==> config.mk <==
export PLATFORM = sky130hd
export DESIGN_NAME = gcd_arbiter
export DESIGN_NICKNAME = d
export VERILOG_FILES = /design/src/rtl/gcd_arb_pkg.sv /design/src/rtl/rr_arbiter.sv /design/src/rtl/gcd_arbiter.sv
export SDC_FILE = /design/constraint.sdc
export NUM_CORES = 1
export LEC_CHECK = 0
export ABC_AREA = 1
export CAP_MARGIN = 10
export CELL_PAD_IN_SITES_DETAIL_PLACEMENT = 1
export CELL_PAD_IN_SITES_GLOBAL_PLACEMENT = 2
export CORE_UTILIZATION = 20
export DETAILED_ROUTE_END_ITERATION = 6
export GPL_ROUTABILITY_DRIVEN = 1
export PLACE_DENSITY = 0.81
export SLEW_MARGIN = 20
export SYNTH_ARGS = -nofsm -noshare
export SYNTH_HDL_FRONTEND = slang
export SYNTH_SLANG_ARGS = --single-unit
==> constraint.sdc <==
create_clock -name clk -period 3.4 [get_ports clk]
set_clock_uncertainty 0.2 [all_clocks]
set_input_delay 0.85 -clock clk [delete_from_list [all_inputs] [get_ports clk]]
set_output_delay 0.85 -clock clk [all_outputs]
set_load 0.05 [all_outputs]
==> src/rtl/gcd_arb_pkg.sv <==
// Shared types and widths for the GCD arbiter.
package gcd_arb_pkg;

   localparam int unsigned OP_W   = 16;
   localparam int unsigned PAIR_W = 32;
   localparam int unsigned MAX_N  = 8;

   typedef enum logic [1:0] {
      IDLE,
      ISSUE,
      WAIT
   } state_t;

endpackage

==> src/rtl/rr_arbiter.sv <==
// Combinational round-robin picker: first eligible index at or after ptr.
module rr_arbiter #(
   parameter  int unsigned N     = 4,
   localparam int unsigned IDX_W = $clog2(N)
) (
   input  logic [N-1:0]     eligible,
   input  logic [IDX_W-1:0] ptr,
   output logic [N-1:0]     grant,
   output logic [IDX_W-1:0] grant_idx,
   output logic             any_grant
);

   // Scan N positions starting at ptr and keep the first eligible one
   always_comb begin
      logic [IDX_W-1:0] idx;
      grant     = '0;
      grant_idx = '0;
      any_grant = 1'b0;
      idx       = '0;
      for (int unsigned k = 0; k < N; k++) begin
         idx = IDX_W'((32'(ptr) + k) % N);
         if (!any_grant && eligible[idx]) begin
            grant[idx] = 1'b1;
            grant_idx  = idx;
            any_grant  = 1'b1;
         end
      end
   end

endmodule

==> src/rtl/gcd_arbiter.sv <==
// Shares a single GCD unit among N requesters with per-requester result slots.
module gcd_arbiter
   import gcd_arb_pkg::*;
#(
   parameter int unsigned N = 4
) (
   input  logic                clk,
   input  logic                reset,
   input  logic [N*PAIR_W-1:0] req_data,
   input  logic [N-1:0]        req_valid,
   output logic [N-1:0]        req_ready,
   output logic [N*OP_W-1:0]   rsp_data,
   output logic [N-1:0]        rsp_valid,
   input  logic [N-1:0]        rsp_ready,
   output logic [PAIR_W-1:0]   gcd_in_data,
   output logic                gcd_in_valid,
   input  logic                gcd_in_ready,
   input  logic [OP_W-1:0]     gcd_out_data,
   input  logic                gcd_out_valid
);

   localparam int unsigned IDX_W = $clog2(N);

   state_t            state;
   state_t            state_nxt;
   logic [PAIR_W-1:0] op_reg;
   logic [IDX_W-1:0]  owner;
   logic [IDX_W-1:0]  rr_ptr;
   logic [N-1:0]      eligible;
   logic [N-1:0]      grant;
   logic [IDX_W-1:0]  grant_idx;
   logic              any_grant;
   logic              accept;
   logic              bypass;
   logic [PAIR_W-1:0] sel_pair;
   logic [OP_W-1:0]   sel_a;
   logic [OP_W-1:0]   sel_b;
   logic [N-1:0]      slot_wr;
   logic [OP_W-1:0]   slot_wdata;

   // Only requesters with an empty slot may win, so a result always has a home
   assign eligible = req_valid & ~rsp_valid;

   rr_arbiter #(.N(N)) u_rr (
      .eligible  (eligible),
      .ptr       (rr_ptr),
      .grant     (grant),
      .grant_idx (grant_idx),
      .any_grant (any_grant)
   );

   // Operand pair offered by the current winner
   always_comb begin
      sel_pair = '0;
      for (int unsigned i = 0; i < N; i++) begin
         if (grant[i]) sel_pair = req_data[i*PAIR_W +: PAIR_W];
      end
   end

   assign sel_a  = sel_pair[PAIR_W-1:OP_W];
   assign sel_b  = sel_pair[OP_W-1:0];
   assign bypass = (sel_a == '0) || (sel_b == '0);

   assign gcd_in_valid = (state == ISSUE);
   assign gcd_in_data  = op_reg;

   // Next-state and grant decode
   always_comb begin
      state_nxt = state;
      req_ready = '0;
      accept    = 1'b0;
      case (state)
         IDLE: begin
            if (any_grant) begin
               req_ready = grant;
               accept    = 1'b1;
               if (!bypass) state_nxt = ISSUE;
            end
         end
         ISSUE: if (gcd_in_ready) state_nxt = WAIT;
         WAIT:  if (gcd_out_valid) state_nxt = IDLE;
         default: state_nxt = IDLE;
      endcase
   end

   // Slot write select: zero-operand bypass in IDLE, GCD result in WAIT
   always_comb begin
      slot_wr    = '0;
      slot_wdata = sel_a | sel_b;
      if (accept && bypass) begin
         slot_wr = grant;
      end else if ((state == WAIT) && gcd_out_valid) begin
         slot_wr[owner] = 1'b1;
         slot_wdata     = gcd_out_data;
      end
   end

   // FSM state, captured operands, owner and round-robin pointer
   always_ff @(posedge clk) begin
      if (reset) begin
         state  <= IDLE;
         op_reg <= '0;
         owner  <= '0;
         rr_ptr <= '0;
      end else begin
         state <= state_nxt;
         if (accept) begin
            op_reg <= sel_pair;
            owner  <= grant_idx;
            rr_ptr <= (grant_idx == IDX_W'(N - 1)) ? '0 : grant_idx + 1'b1;
         end
      end
   end

   // Response slots: set on write, cleared on consumer handshake
   always_ff @(posedge clk) begin
      if (reset) begin
         rsp_valid <= '0;
         rsp_data  <= '0;
      end else begin
         for (int unsigned i = 0; i < N; i++) begin
            if (slot_wr[i]) begin
               rsp_valid[i]                <= 1'b1;
               rsp_data[i*OP_W +: OP_W]    <= slot_wdata;
            end else if (rsp_ready[i]) begin
               rsp_valid[i] <= 1'b0;
            end
         end
      end
   end

endmodule

==> results.py <==
metrics = {
    "grt": {
        "grt_max_degree": 62,
        "use_met2_pct": 33.5,
        "grt-ovfl-total": 0,
        "grt_antenna_before_repair": 2,
        "gr-max-usage-layer": "met2",
        "track_usage_pct": 19.0,
        "use_met3_pct": 4.29,
        "grt_pass1_wl_mm": 48.1,
        "grtUsageMet1_pct": 23.2,
        "grt_pass1_vias": 8281,
    },
    "yosys": {
        "synth_edf_count": 0,
        "ys_types": 31,
        "synthCells": 1083,
        "ys_warn_count": 0,
        "synth_area_um2": 6650,
        "async_reset_ff_share_pct": 0,
        "syn_area_per_cell_um2": 6.14,
        "seq_area_frac_synth_pct": 31.9,
        "ys_ff_latch": 106,
        "synth_fp_nets": 1246,
        "synthFlopType": "dfxtp_1",
    },
    "clock_network": {
        "cts_tree": "done",
        "clock_sink_count": 106,
        "cts.path.max_buffers": 2,
        "cts_hold_buffers": 0,
        "clockRootBuffer": "clkbuf_16",
        "cts_buffers": 9,
        "path_clk_slew_ps": 80,
        "worstSkewPairLatency_ps": 360,
        "htree_levels": 3,
    },
    "die": {
        "die_w_um": 184,
        "ios": 261,
        "coreArea_um2": 32600,
        "die_h_um": 184,
        "fp-row-count": 66,
        "die-area_um2": 34000,
        "initial_core_util_pct": 20.4,
    },
    "placement": {
        "port_buffers": 260,
        "gp_congestion": 0.836,
        "dp_hpwl_mm": 23.8,
        "post-place-ws_ps": -968,
    },
    "power_and_ir_drop": {
        "leakage_nw": 5.60,
        "ir_drop_mv": 0.603,
        "power_density_nw_per_um2": 1190,
        "p_total_mw": 14.5,
    },
    "sta": {
        "drv_slew": 0,
        "min_period_ps": 3530,
        "final_hold_viol_count": 0,
        "max-slew-margin-rel_pct": 53.6,
        "rsz0062_at_grt": "true",
        "setup_ws_ps": -130,
        "worstMarginPinSlew_ps": 696,
        "fin_crit_sh_pct": 104,
        "fmax_ghz": 0.283,
        "setup_viol": 65,
    },
    "setup_path": {
        "cp.arrival_ps": 3630,
        "critical_path_class": "in -> reg",
        "crit_fanout": 6,
        "cp.required_ps": 3500,
        "endpoint_kind": "flop",
        "start_kind": "primary input",
    },
    "run_status": {
        "violations": "setup timing",
        "status": "complete, but fails checks",
    },
    "drt": {
        "vias": 8345,
        "routed_via_density": 4.42,
        "avgRoutedWirePerCell_um": 17.8,
        "wl_mm": 33.6,
        "dr.pass1.iters": 6,
        "antenna_left": 0,
        "drtIter0Drc": 348,
        "drc": 0,
    },
    "layout": {
        "areaGrowthSynthToFinish_pct": 82.7,
        "nets": 1602,
        "final_common_cell": "clkdlybuf4s50_1",
        "final_cell_mix": "clkdlybuf4s50_1 (252), nand2_1 (219), nor2_1 (171), inv_1 (130), buf_4 (106)",
        "drive_gt1_share_pct": 25.3,
        "fill_cells": 3990,
    },
    "run": {
        "cap_violations": 0,
    },
    "hold_path": {
        "min_path_type": "reg -> reg",
    },
}
==> per-layer routing <==
layer / part of all wire (%) / vias to the layer above / wire, um
li1: - / 4128 / -
met5: 0.033 / - / 11
met1: 43 / 3987 / 14300
met2: 50 / 193 / 16700
met3: 5.8 / 35 / 1940
met4: 2.0 / 2 / 671
==> cell type report <==
type | instances | area (um2) | area share [%]
clock inverters | 5 | 37.5 | 0.309
inverters | 143 | 556 | 4.58
clock buffers | 11 | 233 | 1.92
diodes | 2 | 5.00 | 0.0412
repair buffers | 411 | 4340 | 35.7
well taps | 442 | 553 | 4.55
multi-input cells | 768 | 4290 | 35.3
flip-flops and latches | 106 | 2130 | 17.5
==> kinds of logic (layout without fill, tap and decap cells) <==
group           count (synthesis)  in the layout  share of synthesized area, %
simple gates                  594            594                          38.8
buf+inv                       209            570                          14.0
compound gates                166            166                          13.8
flops                         106            106                          31.9
fa+ha+maj                       7              7                          1.32
xor+xnor                        1              1                         0.132
other cells                     0              2                             0
==> synthesized netlist by cell type (2+ instances only) <==
| cell | instances | share of area [%] |
|---|---|---|
| nand3_2 | 13 | 2.0 |
| nor2_1 | 189 | 11 |
| o211ai_1 | 22 | 2.5 |
| ha_1 | 7 | 1.3 |
| dfxtp_1 | 106 | 32 |
| inv_2 | 5 | 0.28 |
| buf_4 | 7 | 0.79 |
| buf_2 | 18 | 1.4 |
| a21oi_2 | 2 | 0.26 |
| nand3_4 | 4 | 1.1 |
| a21oi_1 | 108 | 8.1 |
| buf_6 | 13 | 2.2 |
| nand2_4 | 4 | 0.68 |
| inv_1 | 137 | 7.7 |
| clkbuf_1 | 27 | 1.5 |
| nand3_1 | 114 | 8.6 |
| or2_2 | 4 | 0.38 |
| nand2_2 | 3 | 0.28 |
| a31oi_1 | 11 | 1.0 |
| o21ai_0 | 19 | 1.4 |
| nand2_1 | 260 | 15 |
==> final timing paths <==
path / startpoint / to / slack [ps] / depth (start not counted)
max: req_valid[3] / rsp_data[57]$_SDFFE_PP0P_ / -130 / 26
min: gcd_in_data[24]$_SDFFE_PP0P_ / gcd_in_data[24]$_SDFFE_PP0P_ / 320 / 2
max reg2reg: flop / rsp_data[57]$_SDFFE_PP0P_ / -110 / 26
min reg2reg: gcd_in_data[24]$_SDFFE_PP0P_ / gcd_in_data[24]$_SDFFE_PP0P_ / 320 / 2
==> registers in the layout, indices dropped and copies added, names as in the netlist, named ones only <==
register / count
state: 2
gcd_in_data: 32
rsp_valid: 4
owner: 2
rr_ptr: 1
rsp_data: 64
==> repair_timing <==
item | in CTS | in global routing
endpoints found under the setup margin | 73 | 71
buffers inserted | 12 | 14
gates resized for setup | 103 | 123
pin swaps | 32 | 18
cloned | 6 | 10
==> metrics by stage <==
step                      TNS [ps]  hold slack, ps  cells  area (um2)  utilization (%)
final                        -4730             316   1888       12100             37.2
after global routing        -15730             341   1886       12100             37.2
after CTS                     -327             317   1862       11300             34.7
after detailed placement    -71470             293   1828       10500             32.1
after global placement      -71860             285   1828       10500             32.1
after floorplan                  0             288   1083        6690                -
==> critical path, cell delays in order <==
cell	delay, ps
buf_6	100
nand3_2	90
nand2_1	80
nand2_2	120
nand2_4	90
nand3_4	90
nor2_4	40
nor2_4	150
nand2_8	120
buf_12	160
buf_16	130
a21oi_2	140
nand2_1	90
nand2_2	80
nand2_2	50
nor2_1	110
nand2_1	70
nor2_2	120
nand2_2	70
nand2_4	120
nand3_4	130
buf_4	200
buf_12	120
nand3_1	70
nand2_1	80
nor2_2	130
==> power by group <==
part | switching (mW) | internal, mW | leakage [nW] | total, mW
registers | 0.138 | 1.44 | 0.864 | 1.58
logic | 6.98 | 4.93 | 4.61 | 11.9
clock network | 0.512 | 0.503 | 0.127 | 1.02
(Power assumes the default switching activity.)
